<file path="src/rtl/acia_tx.sv">
// UART transmitter: 4-entry byte FIFO feeding an 8N1 serialiser.
// Bit timing uses the same sym_cnt rate counter as acia_rx.
module acia_tx #(
    parameter int SCW     = 16,
    parameter int sym_cnt = 40000,
    parameter int FAW     = 2
) (
    input  logic       clk,
    input  logic       rst,
    input  logic [7:0] tx_dat,
    input  logic       tx_stb,
    output logic       tx_full,
    output logic       tx_ovf,
    output logic       tx_busy,
    output logic       tx_serial
);

    localparam int              DEPTH    = 2 ** FAW;
    localparam logic [SCW-1:0]  RELOAD   = SCW'(sym_cnt - 1);
    localparam logic [SCW-1:0]  CNT_ONE  = SCW'(1);
    localparam logic [SCW-1:0]  CNT_ZERO = SCW'(0);
    localparam logic [FAW-1:0]  PTR_ONE  = FAW'(1);
    localparam logic [FAW:0]    OCC_ONE  = (FAW+1)'(1);
    localparam logic [FAW:0]    OCC_ZERO = (FAW+1)'(0);
    localparam logic [FAW:0]    OCC_FULL = (FAW+1)'(DEPTH);

    typedef enum logic [1:0] {
        IDLE  = 2'd0,
        START = 2'd1,
        DATA  = 2'd2,
        STOP  = 2'd3
    } state_t;

    logic [7:0]     mem_r [DEPTH];
    logic [FAW-1:0] wr_ptr_r;
    logic [FAW-1:0] rd_ptr_r;
    logic [FAW:0]   count_r;
    state_t         state_r;
    logic [SCW-1:0] cnt_r;
    logic [2:0]     bit_idx_r;
    logic [7:0]     shift_r;
    logic           full_r;
    logic           ovf_r;
    logic           busy_r;
    logic           serial_r;

    logic           push_s;
    logic           pop_s;
    logic [FAW:0]   count_next_s;
    logic [7:0]     rd_dat_s;

    assign push_s   = tx_stb && !full_r;
    assign rd_dat_s = mem_r[rd_ptr_r];

    // Pop decision: the FSM takes a byte when idle, or when a stop bit ends with data waiting.
    always_comb begin
        pop_s = 1'b0;
        if (count_r != OCC_ZERO) begin
            if (state_r == IDLE) begin
                pop_s = 1'b1;
            end else if ((state_r == STOP) && (cnt_r == CNT_ZERO)) begin
                pop_s = 1'b1;
            end else begin
                pop_s = 1'b0;
            end
        end else begin
            pop_s = 1'b0;
        end
    end

    // Next occupancy; a simultaneous push and pop cancel out.
    always_comb begin
        count_next_s = count_r;
        if (push_s && !pop_s) begin
            count_next_s = count_r + OCC_ONE;
        end else if (pop_s && !push_s) begin
            count_next_s = count_r - OCC_ONE;
        end else begin
            count_next_s = count_r;
        end
    end

    // FIFO storage; no reset needed since only written slots are ever read.
    always_ff @(posedge clk) begin
        if (push_s) begin
            mem_r[wr_ptr_r] <= tx_dat;
        end
    end

    // FIFO pointers and occupancy.
    always_ff @(posedge clk or negedge rst) begin
        if (!rst) begin
            wr_ptr_r <= {FAW{1'b0}};
            rd_ptr_r <= {FAW{1'b0}};
            count_r  <= OCC_ZERO;
        end else begin
            if (push_s) begin
                wr_ptr_r <= wr_ptr_r + PTR_ONE;
            end
            if (pop_s) begin
                rd_ptr_r <= rd_ptr_r + PTR_ONE;
            end
            count_r <= count_next_s;
        end
    end

    // Framing FSM: every state lasts exactly sym_cnt cycles via the reload counter.
    always_ff @(posedge clk or negedge rst) begin
        if (!rst) begin
            state_r   <= IDLE;
            cnt_r     <= CNT_ZERO;
            bit_idx_r <= 3'd0;
            shift_r   <= 8'h00;
        end else begin
            case (state_r)
                IDLE: begin
                    if (pop_s) begin
                        shift_r <= rd_dat_s;
                        cnt_r   <= RELOAD;
                        state_r <= START;
                    end
                end
                START: begin
                    if (cnt_r == CNT_ZERO) begin
                        cnt_r     <= RELOAD;
                        bit_idx_r <= 3'd0;
                        state_r   <= DATA;
                    end else begin
                        cnt_r <= cnt_r - CNT_ONE;
                    end
                end
                DATA: begin
                    if (cnt_r == CNT_ZERO) begin
                        shift_r <= {1'b0, shift_r[7:1]};
                        cnt_r   <= RELOAD;
                        if (bit_idx_r == 3'd7) begin
                            state_r <= STOP;
                        end else begin
                            bit_idx_r <= bit_idx_r + 3'd1;
                        end
                    end else begin
                        cnt_r <= cnt_r - CNT_ONE;
                    end
                end
                STOP: begin
                    if (cnt_r == CNT_ZERO) begin
                        if (pop_s) begin
                            shift_r <= rd_dat_s;
                            cnt_r   <= RELOAD;
                            state_r <= START;
                        end else begin
                            state_r <= IDLE;
                        end
                    end else begin
                        cnt_r <= cnt_r - CNT_ONE;
                    end
                end
                default: begin
                    state_r <= IDLE;
                    cnt_r   <= CNT_ZERO;
                end
            endcase
        end
    end

    // Line driver lags the state by one edge so the line comes straight from a flop.
    always_ff @(posedge clk or negedge rst) begin
        if (!rst) begin
            serial_r <= 1'b1;
        end else begin
            case (state_r)
                START:   serial_r <= 1'b0;
                DATA:    serial_r <= shift_r[0];
                default: serial_r <= 1'b1;
            endcase
        end
    end

    // Status flags; full tracks the occupancy the current edge is about to commit.
    always_ff @(posedge clk or negedge rst) begin
        if (!rst) begin
            full_r <= 1'b0;
            ovf_r  <= 1'b0;
            busy_r <= 1'b0;
        end else begin
            full_r <= (count_next_s == OCC_FULL);
            ovf_r  <= tx_stb && full_r;
            busy_r <= (state_r != IDLE) || (count_r != OCC_ZERO);
        end
    end

    assign tx_full   = full_r;
    assign tx_ovf    = ovf_r;
    assign tx_busy   = busy_r;
    assign tx_serial = serial_r;

endmodule

</file>
<file path="config.mk">
export PLATFORM = sky130hd
export DESIGN_NAME = acia_tx
export DESIGN_NICKNAME = d
export VERILOG_FILES = /design/src/rtl/acia_tx.sv
export SDC_FILE = /design/constraint.sdc
export NUM_CORES = 1
export LEC_CHECK = 0
export CORE_ASPECT_RATIO = 1.25
export CORE_MARGIN = 2
export CORE_UTILIZATION = 44
export CTS_CLUSTER_SIZE = 12
export DETAILED_ROUTE_END_ITERATION = 12
export PLACE_DENSITY = 0.58
export RECOVER_POWER = 50
export SLEW_MARGIN = 25
export SYNTH_ARGS = -nofsm -noshare
export SYNTH_HDL_FRONTEND = slang
export SYNTH_SLANG_ARGS = --single-unit
</file>
<file path="constraint.sdc">
create_clock -name clk -period 5.4 [get_ports clk]
set_input_delay 1.62 -clock clk [delete_from_list [all_inputs] [get_ports clk]]
set_output_delay 1.62 -clock clk [all_outputs]
set_load 0.02 [all_outputs]
</file>
# --- Word level (Yosys, flattened, before mapping) ---
# Memory sizes are Yosys's and may differ from the RTL's.
# Index checks and enable logic that the tools add are counted.
totals:
  wordCells: 75
  mem_count: 1
  input_bits: 11
  ram_bits: 32
  reg_bits: 40
mem_list:
  columns: ["memory", "words", "word_bits", "read_ports", "rd_ports_with_merged_regs", "wr", "line_no", "text"]
  rows:
  - ["mem_r", 4, 8, 1, 0, 1, "34", "logic [7:0] mem_r [DEPTH];"]
op_classes:
  mux: 27
  reduce_logical: 19
  n_addsub: 6
  n_eq_ne: 11
ops:
  columns: ["cell", "n"]
  rows:
  - ["$mux W16", 3]
  - ["$pmux W16 S3", 1]
  - ["$mux W8", 3]
  - ["$pmux W8 S3", 1]
  - ["$logic_not A16 Y1", 1]
  - ["$sub A16 B1 Y16 const B", 1]
  - ["$mux W3", 5]
  - ["$mux W2", 5]
  - ["$ne A2 B2 Y1 const B", 5]
  - ["$pmux W2 S4", 1]
  - ["$add A3 B1 Y3 const B", 2]
  - ["$eq A3 B3 Y1 const B", 2]
  - ["$mux W1", 6]
  - ["$pmux W3 S2", 1]
  - ["$reduce_bool A3 Y1", 2]
  - ["$logic_and A1 B1 Y1", 5]
  - ["$reduce_and A5 Y1", 1]
  - ["$add A2 B1 Y2 const B", 2]
  - ["$eq A2 B2 Y1 const B", 2]
  - ["$reduce_and A4 Y1", 1]
  - ["$reduce_bool A2 Y1", 2]
  - ["$logic_not A1 Y1", 3]
  - ["$reduce_and A3 Y1", 1]
  - ["$sub A3 B1 Y3 const B", 1]
  - ["6 further kinds", 6]

# --- Depth between registers and ports, before layout ---
# Gate-level depths: netlist of run 1.
logic_depth:
  depth_word: 9
  mapped_depth: 8
  ltp_nobuf: 7

# --- Worst setup path before layout of run 1 ---
# No wires, ideal clock.
synth_timing:
  path_kind: "input-to-reg"
  from: "input port tx_stb"
  to: "memory mem_r[0][0], enable pin"
  t_arrival_ns: 2.314
  path_buffers: 1
  path_stages: 3
  setup_time_ns: 0.332
  path_slack_ns: 2.754
  path_cell_list: "nor2b_1 clkbuf_1 and2_1"
synth_via:
  elab_chain_cells: 3
synth_rtl:
  columns: ["element", "line_no", "text"]
  rows:
  - ["start: declaration", "11", "input logic tx_stb,"]
  - ["$logic_and A1 B1 Y1", "52", "assign push_s = tx_stb && !full_r;"]
  - ["$mux W1", "85", "if (push_s) begin"]
  - ["$mux W1 (not written as such)", "86", "mem_r[wr_ptr_r] <= tx_dat;"]
  - ["end: declaration", "34", null]
# No other way between the ends.

# --- Final worst setup path of run 1 ---
layout_timing:
  from: "input port tx_stb"
  to: "memory mem_r[1][3], enable pin"
# The elaborated chain is that of the path after synthesis.

==> run metrics, run 1 <==
status=finished, violations left; violated checks=max-capacitance violations, max-slew violations; RR Startpoint=cnt_r[0]$_DFF_PN0_; DRT antenna net count=0; number of setup buffers added after CTS=0; placed wire-length estimate=4570 µm; Slew Limit Headroom=-45.8%; synthesized area=3670 µm²; Leakage=0.00164 µW; Worst-Margin Slew=2.19 ns; Crit path buffers/inverters=1; Power Total=1380 µW; largest net degree at the start of global routing=41; Internal=1010 µW; fill count=743; DR vias=2269; sequential fraction of design power=49.4%; antenna violations before repair=0; P&R area growth vs syn=10.6%; clock root buffer=clkbuf_8; RSZ-0062 raised after global routing=false; Crit-path slowest cell=nor2b_1; final worst setup slack=2.13 ns; min-delay src=shift_r[7]$_DFFE_PN0P_; Synth Instances=289; register area share after synthesis=53.5%; grt ovf=0; final setup skew=0.0123 ns; Setup CP Type=primary input to flip-flop; post-synth top area share=26.6%; Commonest cells post-synth=39 x dfrtp_1, 32 x edfxtp_1, 22 x a21oi_1, 19 x inv_1; worst slack at placement=1.81 ns; CP cell instances=dlygate4sd3_1, nor2b_1, and2_1; Overall Global Routing Usage=16.5%; Syn Area/Cell=12.7 µm²; Hold WC Path Type=flip-flop to flip-flop; GPL Wtd Cong=0.835; Post-synth ARST share=55.6%; port bufs=14; WL final=6660 µm; first-pass GRT wire length=11600 µm; CP max stage delay=0.61 ns; die area=9090 µm²; Synth area leaders=dfrtp_1 27%, edfxtp_1 26%, ha_1 5.1%; Largest delay share family, worst path=simple AND/OR/NAND/NOR gates; switching share of power=26.8%; IO Pins=15; most common cell in the netlist=dfrtp_1; reg-to-reg slack, setup=2.87 ns; Reg2Reg Depth=7; vias per cell=5.66; number of enable flip-flop cells after synthesis=32; Ys Warns=0; H-tree depth=3; Top FF cell, synth=dfrtp_1; CTS tree=done; Min-Delay Path Depth=1; number of global-route vias before repair=2349; Initial DRT Pass Iterations=6; minimum clock period=3.27 ns; Num CTS Buffers=9; MaxCap Viol Count=1; leading area contributor after synthesis=dfrtp_1; met1 GRT Util=20.5%; post-cts hold buffer count=0; Psw=371 µW; final count of hold timing violations=0; Initial Util=45.1%; # clock sinks=72; RR Endpoint=shift_r[7]$_DFFE_PN0P_; Pwr Density=341 nW/µm²; cts repair resizes=0; syn nets=315; Yosys reg bits=72; post-route setup TNS=0 ns; Fmax=306 MHz; CTS Buffer Depth=2; Clock power frac=34.4%; met3 usage=3.88%; row count=37; Worst Hold Path EP=shift_r[7]$_DFFE_PN0P_; Gate power share=16.3%; DR WL/cell=16.6 µm; antenna cells=0; layout cells sized above 1=18.1%; Final setup viols=0; Worst EP required=5.41 ns; Initial DRC Count=72; Reg clk slew, reported paths=0.08 ns; CP arrival=3.27 ns; critical-path maximum fanout=10; VDD IR max=0.206 mV; Die X-Extent=85.7 µm; hold_ws=0.516 ns; nature of the critical path endpoint=flip-flop; crit path launch type=primary input; fin nets=325; global route hottest layer=met2; core box area=8150 µm²; Die Y=106 µm; DRC Markers=0; met2 Use GR=26.7%; Clock Latency Late Sink=0.35 ns; Slew Viols, Final=41; final cycle utilization of the critical path=60.5%; unique cell type count in the Yosys netlist=60
[cells by family (layout without fill, tap and decap cells)]
kind of cell,Yosys count,count (layout),synth area share (%)
fa+ha+maj,15,15,5.11
mux,25,25,10.9
flops,72,72,53.5
simple gates,65,65,11.1
compound gates,70,70,13.2
xor+xnor,8,8,1.91
buf+inv,34,49,4.26
[worst register-to-register path, stage by stage, from the launching register on]
cell      delay (ns)
dfrtp_1         0.41
inv_1           0.11
ha_1            0.15
nor4b_2         0.47
nand4_2         0.31
o32ai_1         0.21
nand2b_1        0.35
mux2_4          0.40
[worst max path at each step]
stage | slack, ns | end | from | cells past startpoint
finish | 2.13 | mem_r[1][3]$_DFFE_PP_ | tx_stb | 3
global route | 1.81 | tx_busy$_DFF_PN0_ | rst | 1
CTS | 2.18 | mem_r[1][3]$_DFFE_PP_ | tx_stb | 3
detailed placement | 1.81 | mem_r[1][5]$_DFFE_PP_ | tx_stb | 3
global placement | 1.86 | mem_r[1][6]$_DFFE_PP_ | tx_stb | 3
floorplan | 2.75 | mem_r[0][0]$_DFFE_PP_ | tx_stb | 3
[layout by cell type, fill, tap and decap left out, drive strengths merged, types with 2 or more instances in the layout]
master | synthesis | layout
a211oi | 4 | 4
a21oi | 22 | 22
a22o | 7 | 7
a31o | 2 | 2
a31oi | 6 | 6
a41oi | 3 | 3
and2 | 6 | 6
bufinv | 0 | 2
clkbuf | 8 | 11
clkdlybuf4s50 | 0 | 4
dfrtp | 39 | 39
dlygate4sd3 | 0 | 9
edfxtp | 32 | 32
ha | 15 | 15
inv | 19 | 21
mux2 | 16 | 16
mux4 | 8 | 8
nand2 | 15 | 15
nand2b | 6 | 6
nand3 | 2 | 2
nand3b | 2 | 2
nand4 | 2 | 2
nor2 | 10 | 10
nor2b | 3 | 3
nor3 | 5 | 5
nor4 | 5 | 5
nor4b | 3 | 3
o211ai | 2 | 2
o21ai | 9 | 9
o32ai | 7 | 7
xnor2 | 5 | 5
xor2 | 3 | 3
[registers in the layout, summed over array words and instances (netlist names)]
| register | count |
|---|---|
| tx_ovf | 1 |
| state_r | 2 |
| bit_idx_r | 3 |
| tx_full | 1 |
| tx_serial | 1 |
| cnt_r | 16 |
| tx_busy | 1 |
| mem_r | 32 |
| count_r | 3 |
| wr_ptr_r | 2 |
| rd_ptr_r | 2 |
| shift_r | 8 |
[metal layers]
layer	vias up	share of wire, %
li1	1100	-
met1	1121	44
met2	34	51
met3	14	3.2
met4	0	2.4
met5	-	0
[area by class of cell]
class                           instances  area [µm²]  share of cell area, %
Timing Repair Buffer                   14         134                   3.30
Sequential cell                        72        1960                   48.4
Multi-Input combinational cell        183        1550                   38.2
Clock buffer                           10         128                   3.14
Inverter                               19        71.3                   1.76
Clock inverter                          6        90.1                   2.22
Tap cell                               97         121                   2.99
[per-stage QoR]
stage               utilization (%)  cell area, µm²  instances
finish                         49.8            4060        401
global route                   49.8            4060        401
CTS                            49.8            4060        401
detailed placement             47.2            3840        385
global placement               47.2            3840        385
floorplan                         -            3670        289
[power by group through the flow]
stage	logic [µW]	clock network, µW	registers (µW)
after floorplan	163	0	691
after global placement	226	0	694
after detailed placement	230	0	695
after CTS	231	488	683
after global routing	258	510	692
final	225	475	683
Note: power is estimated with default switching activity, not from simulation.
==> run 2, diff against run 1 <==
--- a/config.mk
+++ b/config.mk
@@ -10,7 +10,7 @@
 export CORE_UTILIZATION = 44
 export CTS_CLUSTER_SIZE = 12
 export DETAILED_ROUTE_END_ITERATION = 12
-export PLACE_DENSITY = 0.58
+export PLACE_DENSITY = 0.6
 export RECOVER_POWER = 50
 export SLEW_MARGIN = 25
 export SYNTH_ARGS = -nofsm -noshare
==> constraint.sdc (replaced) <==
create_clock -name clk -period 2.7 [get_ports clk]
set_input_delay 0.81 -clock clk [delete_from_list [all_inputs] [get_ports clk]]
set_output_delay 0.81 -clock clk [all_outputs]
set_load 0.02 [all_outputs]
==> run metrics, run 2 (synthesis gave the netlist of run 1 again) <==
RSZ-0062 raised after global routing=false; placed wire-length estimate=4720 µm (+3.3%); MaxCap Viol Count=1 (unchanged); most frequent cells in the layout=39 x dfrtp_1, 32 x edfxtp_1, 22 x a21oi_1, 19 x inv_1; die area=9090 µm² (unchanged); final core occ=50.7% (+0.89 points); final cycle utilization of the critical path=83.9%; WL final=6600 µm (-0.90%); clock root buffer=clkbuf_8; CP arrival=1.46 ns (-1.81 ns); final instance area=4130 µm² (+1.8%); largest net degree at the start of global routing=41 (unchanged); total stage count of the critical path=1 (-2); CTS Buffer Depth=2 (unchanged); port bufs=14 (unchanged); Initial Util=45.1% (unchanged); Slew Viols, Final=41 (unchanged); VDD IR max=0.607 mV (+200%); CP max stage delay=0.59 ns (-0.02 ns); top flop regs=mem_r: 32 flops, cnt_r: 16 flops, shift_r: 8 flops; nature of the critical path endpoint=output pin; antenna violations before repair=0 (unchanged); Reg2Reg Depth=6 (-1); minimum clock period=2.27 ns; Psw=763 µW (+110%); CP cell instances=clkdlybuf4s50_1; sequential fraction of design power=50.3% (+0.9 points); Internal=1950 µW (+92%); Die Y=106 µm (unchanged); Clock power frac=32.7% (-1.7 points); Pwr Density=656 nW/µm² (+93%); core box area=8150 µm² (unchanged); Num CTS Buffers=9 (unchanged); Hold WC Path Type=flip-flop to flip-flop; layout cells sized above 1=20.7% (+2.6 points); CTS tree=done; DR vias=2305 (+1.6%); H-tree depth=3 (unchanged); status=finished, violations left; Fmax=441 MHz; Initial DRC Count=144 (+100%); antenna cells=0 (unchanged); Biggest register=mem_r; first-pass GRT wire length=11300 µm (-1.8%); # clock sinks=72 (unchanged); dpl cell area=3930 µm² (+2.3%); Largest delay share family, worst path=buffers and inverters; Worst-Margin Slew=1.83 ns (-0.354 ns); Slew Limit Headroom=-22.4% (+23 points); Worst EP required=1.89 ns (-3.52 ns); Final setup viols=0 (unchanged); Largest register FFs=32 (unchanged); Setup CP Type=flip-flop to output pin; post-cts hold buffer count=0 (unchanged); Gate power share=17.0% (+0.7 points); number of setup buffers added after CTS=0 (unchanged); Overall Global Routing Usage=15.9% (-0.60 points); DRT antenna net count=0 (unchanged); P&R area growth vs syn=12.5%; Reg clk slew, reported paths=0.09 ns (about the same); critical-path maximum fanout=1 (-9); Clock Latency Late Sink=0.35 ns (about the same); fin nets=335 (+3.1%); Initial DRT Pass Iterations=4 (-2); final count of hold timing violations=0 (unchanged); Register Area=1960 µm² (unchanged); Leakage=0.00169 µW (+3.3%); GPL Wtd Cong=0.834 (-0.17%); cts repair resizes=0 (unchanged); Power Total=2710 µW (+96%); DRC Markers=0 (unchanged); vias per cell=5.61 (-0.89%); DR WL/cell=16.1 µm (-3.3%); Min-Delay Path Depth=1 (unchanged); final setup skew=0.0110 ns (-0.00126 ns); crit path launch type=flip-flop; fill count=740 (-0.40%); Crit path buffers/inverters=1 (unchanged); row count=37 (unchanged); violated checks=max-capacitance violations, max-slew violations; Die X-Extent=85.7 µm (unchanged); post-route setup TNS=0 ns (unchanged); commonest non-fill, non-tap cell in the layout=dfrtp_1; Crit-path slowest cell=clkdlybuf4s50_1; switching share of power=28.2% (+1.3 points); number of global-route vias before repair=2323 (-1.1%); IO Pins=15 (unchanged); grt ovf=0 (unchanged); Multi-input gate area=1550 µm² (unchanged)
-- run 2: cell types whose count changed in the layout (fill, tap and decap cells not counted), sizes merged --
cell          delta
dlymetal6s2s     +1
bufinv           -1
clkinv           +2
clkbuf           -1
buf              +9
-- run 2: power groups by stage --
stage                     clock network [µW]  registers [µW]  logic [µW]
final                                    885            1360         460
after global routing                     953            1380         529
after CTS                                915            1370         475
after detailed placement                   0            1390         471
after global placement                     0            1390         464
after floorplan                            0            1380         326
-- run 2: final timing paths --
path	from	end	slack [ns]
max	tx_serial$_DFF_PN1_	tx_serial	0.43
min	shift_r[5]$_DFFE_PN0P_	shift_r[5]$_DFFE_PN0P_	0.52
max reg2reg	state_r[1]$_DFFE_PN0P_	shift_r[3]$_DFFE_PN0P_	0.48
min reg2reg	shift_r[5]$_DFFE_PN0P_	shift_r[5]$_DFFE_PN0P_	0.52
max in group asynchronous	rst	cnt_r[15]$_DFF_PN0_	0.58
min in group asynchronous	rst	count_r[2]$_DFF_PN0_	1.07
-- run 2: through the flow --
stage / cells / setup slack [ns] / hold WS (ns)
after floorplan: 289 / 0.684 / 0.457
after global placement: 395 / 0.279 / 0.491
after detailed placement: 395 / 0.261 / 0.494
after CTS: 411 / 0.405 / 0.417
after global routing: 411 / 0.194 / 0.534
final: 411 / 0.434 / 0.516
-- run 2: per-layer routing --
| layer | up-vias | part of all wire [%] | GRT usage (%) |
|---|---|---|---|
| met1 | 1129 | 44 | 20.2 |
| met2 | 40 | 51 | 26.1 |
| met3 | 12 | 3.1 | 4.04 |
| li1 | 1124 | - | - |
| met5 | - | 0 | 0 |
| met4 | 0 | 2.1 | 6.01 |
-- run 2: area by class of cell --
cell class / count / area share [%]
Sequential cell: 72 / 47.5
Multi-Input combinational cell: 183 / 37.6
Timing Repair Buffer: 24 / 5.12
Clock buffer: 9 / 3.00
Tap cell: 97 / 2.94
Clock inverter: 7 / 2.15
Inverter: 19 / 1.73
